<file path="src/rtl/cbd48_down.sv">
// Cascadable synchronous binary down counter with borrow chain, zero flag and underflow pulse.
// Optional auto-reload of the last loaded value on underflow: define CBD48_AUTO_RELOAD_EN.
module cbd48_down #(
   parameter int WIDTH = 8
) (
   input  logic             CLK,
   input  logic             RSTN,
   input  logic [WIDTH-1:0] D,
   input  logic             LD,
   input  logic             EN,
   input  logic             BI,
   input  logic             PS,
   input  logic             CS,
   output logic [WIDTH-1:0] Q,
   output logic             BO,
   output logic             ZERO,
   output logic             UF
);

   logic [WIDTH-1:0] q_q, q_d;
   logic             uf_q, uf_d;
   logic             dec;
   logic             at_zero;
   logic [WIDTH-1:0] wrap_val;

`ifdef CBD48_AUTO_RELOAD_EN
   logic [WIDTH-1:0] rld_q, rld_d;
   assign wrap_val = rld_q;
`else
   assign wrap_val = '1;
`endif

   assign at_zero = (q_q == '0);
   assign dec     = BI && EN;

   always_comb begin
      q_d  = q_q;
      uf_d = 1'b0;
`ifdef CBD48_AUTO_RELOAD_EN
      rld_d = rld_q;
`endif
      if (PS) begin
         q_d = '1;
      end else if (CS) begin
         q_d = '0;
      end else if (LD) begin
         q_d = D;
`ifdef CBD48_AUTO_RELOAD_EN
         rld_d = D;
`endif
      end else if (dec) begin
         if (at_zero) begin
            q_d  = wrap_val;
            uf_d = 1'b1;
         end else begin
            q_d = q_q - 1'b1;
         end
      end
   end

   always_ff @(posedge CLK) begin
      if (!RSTN) begin
         q_q  <= '0;
         uf_q <= 1'b0;
`ifdef CBD48_AUTO_RELOAD_EN
         rld_q <= '0;
`endif
      end else begin
         q_q  <= q_d;
         uf_q <= uf_d;
`ifdef CBD48_AUTO_RELOAD_EN
         rld_q <= rld_d;
`endif
      end
   end

   // Borrow is combinational so a cascade ripples within one cycle.
   assign BO   = dec && at_zero;
   assign ZERO = at_zero;
   assign Q    = q_q;
   assign UF   = uf_q;

endmodule

</file>
<file path="config.mk">
export PLATFORM = sky130hd
export DESIGN_NAME = cbd48_down
export DESIGN_NICKNAME = d
export VERILOG_FILES = /design/src/rtl/cbd48_down.sv
export SDC_FILE = /design/constraint.sdc
export NUM_CORES = 1
export LEC_CHECK = 0
export ABC_AREA = 1
export CORE_ASPECT_RATIO = 0.8
export CORE_UTILIZATION = 30
export CTS_BUF_LIST = sky130_fd_sc_hd__clkbuf_8
export DETAILED_ROUTE_END_ITERATION = 16
export SLEW_MARGIN = 20
export SYNTH_ARGS = -nofsm -noshare
export SYNTH_HDL_FRONTEND = slang
export SYNTH_SLANG_ARGS = --single-unit
</file>
<file path="constraint.sdc">
create_clock -name CLK -period 1.65 [get_ports CLK]
set_input_delay 0.4125 -clock CLK [delete_from_list [all_inputs] [get_ports CLK]]
set_output_delay 0.4125 -clock CLK [all_outputs]
set_load 0.01 [all_outputs]
</file>
==> impl_metrics.ini <==
[floorplan]
initial_core_util = 0.325
die_y_um = 42.8
rows = 14
die-area_sq_mm = 0.00227
io_pins = 26
core-area_sq_mm = 0.00193
die_w_um = 53.1

[detailed_routing]
vias = 849
drc = 0
ant_nets = 0
totalWireLength_um = 2040
post_drt_wl_per_cell_um = 11.5
drt_iter0_drc = 20
vias_per_cell = 4.77
drtPass1Iterations = 4

[setup_path]
r2r_slack_ns = 0.10
critPathMaxStageDelay_ns = 0.52
worstSetupPathType = flop to output pin
cp-start-kind = flop
crit_fanout = 3
worstPathRequired_ns = 1.24
r2r_start = Q[0]$_SDFFE_PN0P_
r2r_end = Q[4]$_SDFFE_PN0P_
cp_slowest_cell = clkdlybuf4s50_1
critPathCaptureType = output pin
rr_worst_depth = 11
arrival_ns = 1.21
cpLargestDelayFamily = buffers and inverters
path_cells = buf_4 > clkdlybuf4s50_1
path_buf_inv = 2

[clock_tree]
cts_buffers = 3
cts_tree = yes
clkSlewWorstSetupHoldPaths_ns = 0.05
cts_sinks = 9
clk_latency_ns = 0.24
root_buffer = clkbuf_8
ctsLongestPathBuffers = 2
cts_max_level = 1
hold_buffers = 0

[power_and_ir_drop]
peakVddDrop_mv = 0.375
power_density_mw_per_mm2 = 696
p_leak_uw = 0.000585
power_uw = 825

[grt]
grt_pass1_vias = 778
grt_overflow = 0
grt_pass1_wl_um = 3350
antenna_found_initial = 0
gr-usage-all-layers = 0.205
grt_max_degree = 10

[cells_and_area]
seq_area_sq_um = 186
drive_gt1_frac = 0.331
design_area_sq_mm = 0.00118
fin_util = 0.615
multiInputGateArea_sq_um = 444
final_nets = 172
layout.filler_cells = 195
area_delta_synth_final_pct = 89.4
antennaDiodeCount = 0
instances_no_fill = 178

[placed_design]
place_inst = 167
portBuffers = 25
hpwlAfterDp_um = 1420
place_congestion = 0.894
placed_area_sq_mm = 0.00105

[outcome]
status = complete, no violations

[logic_synthesis]
syn_area_sq_um = 626
yosysMostFrequentCell = nand2_1
synth_nets = 116
seq_area_frac_synth = 0.288
syn_avg_cell_area_sq_um = 6.32
ys_top_cells_by_area = dfxtp_1, nand2_1, nand3_1, inv_1, a21oi_1
synth_edf_count = 0
ys_ff_latch = 9
synth_top_area_cell = dfxtp_1
synth_async_sr_flop_share = 0
ys.flop_type = dfxtp_1
yosysWarnings = 0
synthCells = 99
synthDistinctLibCells = 18
synth_top_area_frac = 0.288
synth_common_cells = nand2_1, inv_1, nand3_1, nor2_1, dfxtp_1

[sta]
grt_setup_unrepaired = true
tns_ns = 0
worst_pin_slew_ns = 0.355
slew_headroom = 0.763
finalSetupViolations = 0
finalCritPeriodShare = 0.982
hold_viol_final = 0
min_period_ns = 1.62
finClkSkew_ns = 0.00655
drv_slew = 0
clock.fmax_mhz = 617

[worst_hold_path]
hold_class = flop to flop
hold-path-cell-count = 3
min_from = Q[1]$_SDFFE_PN0P_
hold_path_end = Q[1]$_SDFFE_PN0P_

[job]
maxCapViolations = 0
## sequential cells by signal (all words and copies together), names as in the netlist
signal  cells
UF          1
Q           8
## cells by family after synthesis
family / after synthesis / synth area share
buffers and inverters: 11 / 0.0660
xor gates and xnor gates: 2 / 0.0280
DFF: 9 / 0.288
AOI/OAI and AO/OA: 20 / 0.170
adders and majority gates: 2 / 0.0400
and+or+nand+nor: 55 / 0.408
## cell type report
class | instances | share of cell area
Inverter | 11 | 0.0348
Tap cell | 24 | 0.0253
Timing Repair Buffer | 51 | 0.370
Clock inverter | 1 | 0.00317
Clock buffer | 3 | 0.0348
Multi-Input combinational cell | 79 | 0.375
Sequential cell | 9 | 0.157
## worst reg2reg max path, cell delays in order, from the launching register on
cell and delay [ns]:
dfxtp_2 0.33, inv_2 0.05, buf_4 0.12, buf_4 0.12, buf_4 0.12, buf_4 0.14, ha_4 0.17, nand2_1 0.08
xor2_1 0.13, nand2_1 0.06, nand2_1 0.06, a21oi_1 0.05
## timing repair
item | in CTS | in global routing
pin swaps | 4 | 4
setup endpoints to repair | 6 | 8
resized for setup | 22 | 8
setup buffers | 6 | 1
## stage by stage
| stage | setup slack (ns) | hold slack (ns) |
|---|---|---|
| 4_1_cts | -0.00167 | 0.632 |
| 3_3_place_gp | -0.321 | 0.609 |
| 6_report | 0.0295 | 0.639 |
| 2_1_floorplan | 0.0931 | 0.551 |
| 5_1_grt | -0.0345 | 0.672 |
| 3_5_place_dp | -0.319 | 0.628 |
## worst max-delay path by stage
stage	startpoint	endpoint	slack, ns	cells past startpoint
5_1_grt	Q[0]$_SDFFE_PN0P_	BO	-0.03	7
4_1_cts	Q[1]$_SDFFE_PN0P_	BO	-0.002	7
2_1_floorplan	Q[0]$_SDFFE_PN0P_	BO	0.09	6
3_5_place_dp	BI	BO	-0.32	4
6_report	Q[0]$_SDFFE_PN0P_	Q[0]	0.03	2
3_3_place_gp	BI	BO	-0.32	4
## power by group
group | internal [uW] | leakage, uW | switching [uW] | total (uW)
sequential | 238 | 0.0000761 | 13.1 | 251
clock | 164 | 0.0000269 | 104 | 267
combinational | 164 | 0.000482 | 142 | 306
total | 565 | 0.000585 | 259 | 825
## routing by layer
metal,track usage,routed length [um],up-vias
li1,-,-,428
met5,0,0,-
met4,0.0947,28,0
met1,0.255,941,380
met3,0.0430,144,3
met2,0.332,929,38
## cells in the final DEF, fill, tap and decap left out, drive strengths merged
cell type | netlist | routed
o211ai | 1 | 1
clkbuf | 0 | 3
ha | 2 | 2
nor2 | 16 | 16
xor2 | 1 | 1
clkdlybuf4s50 | 0 | 16
dlymetal6s2s | 0 | 3
buf | 0 | 28
nor3 | 1 | 1
dlygate4sd2 | 0 | 4
o21ai | 10 | 10
xnor2 | 1 | 1
inv | 11 | 12
nand3 | 10 | 10
nand2 | 27 | 27
a21oi | 9 | 9
dfxtp | 9 | 9
or2 | 1 | 1
(Power assumes the default switching activity.)
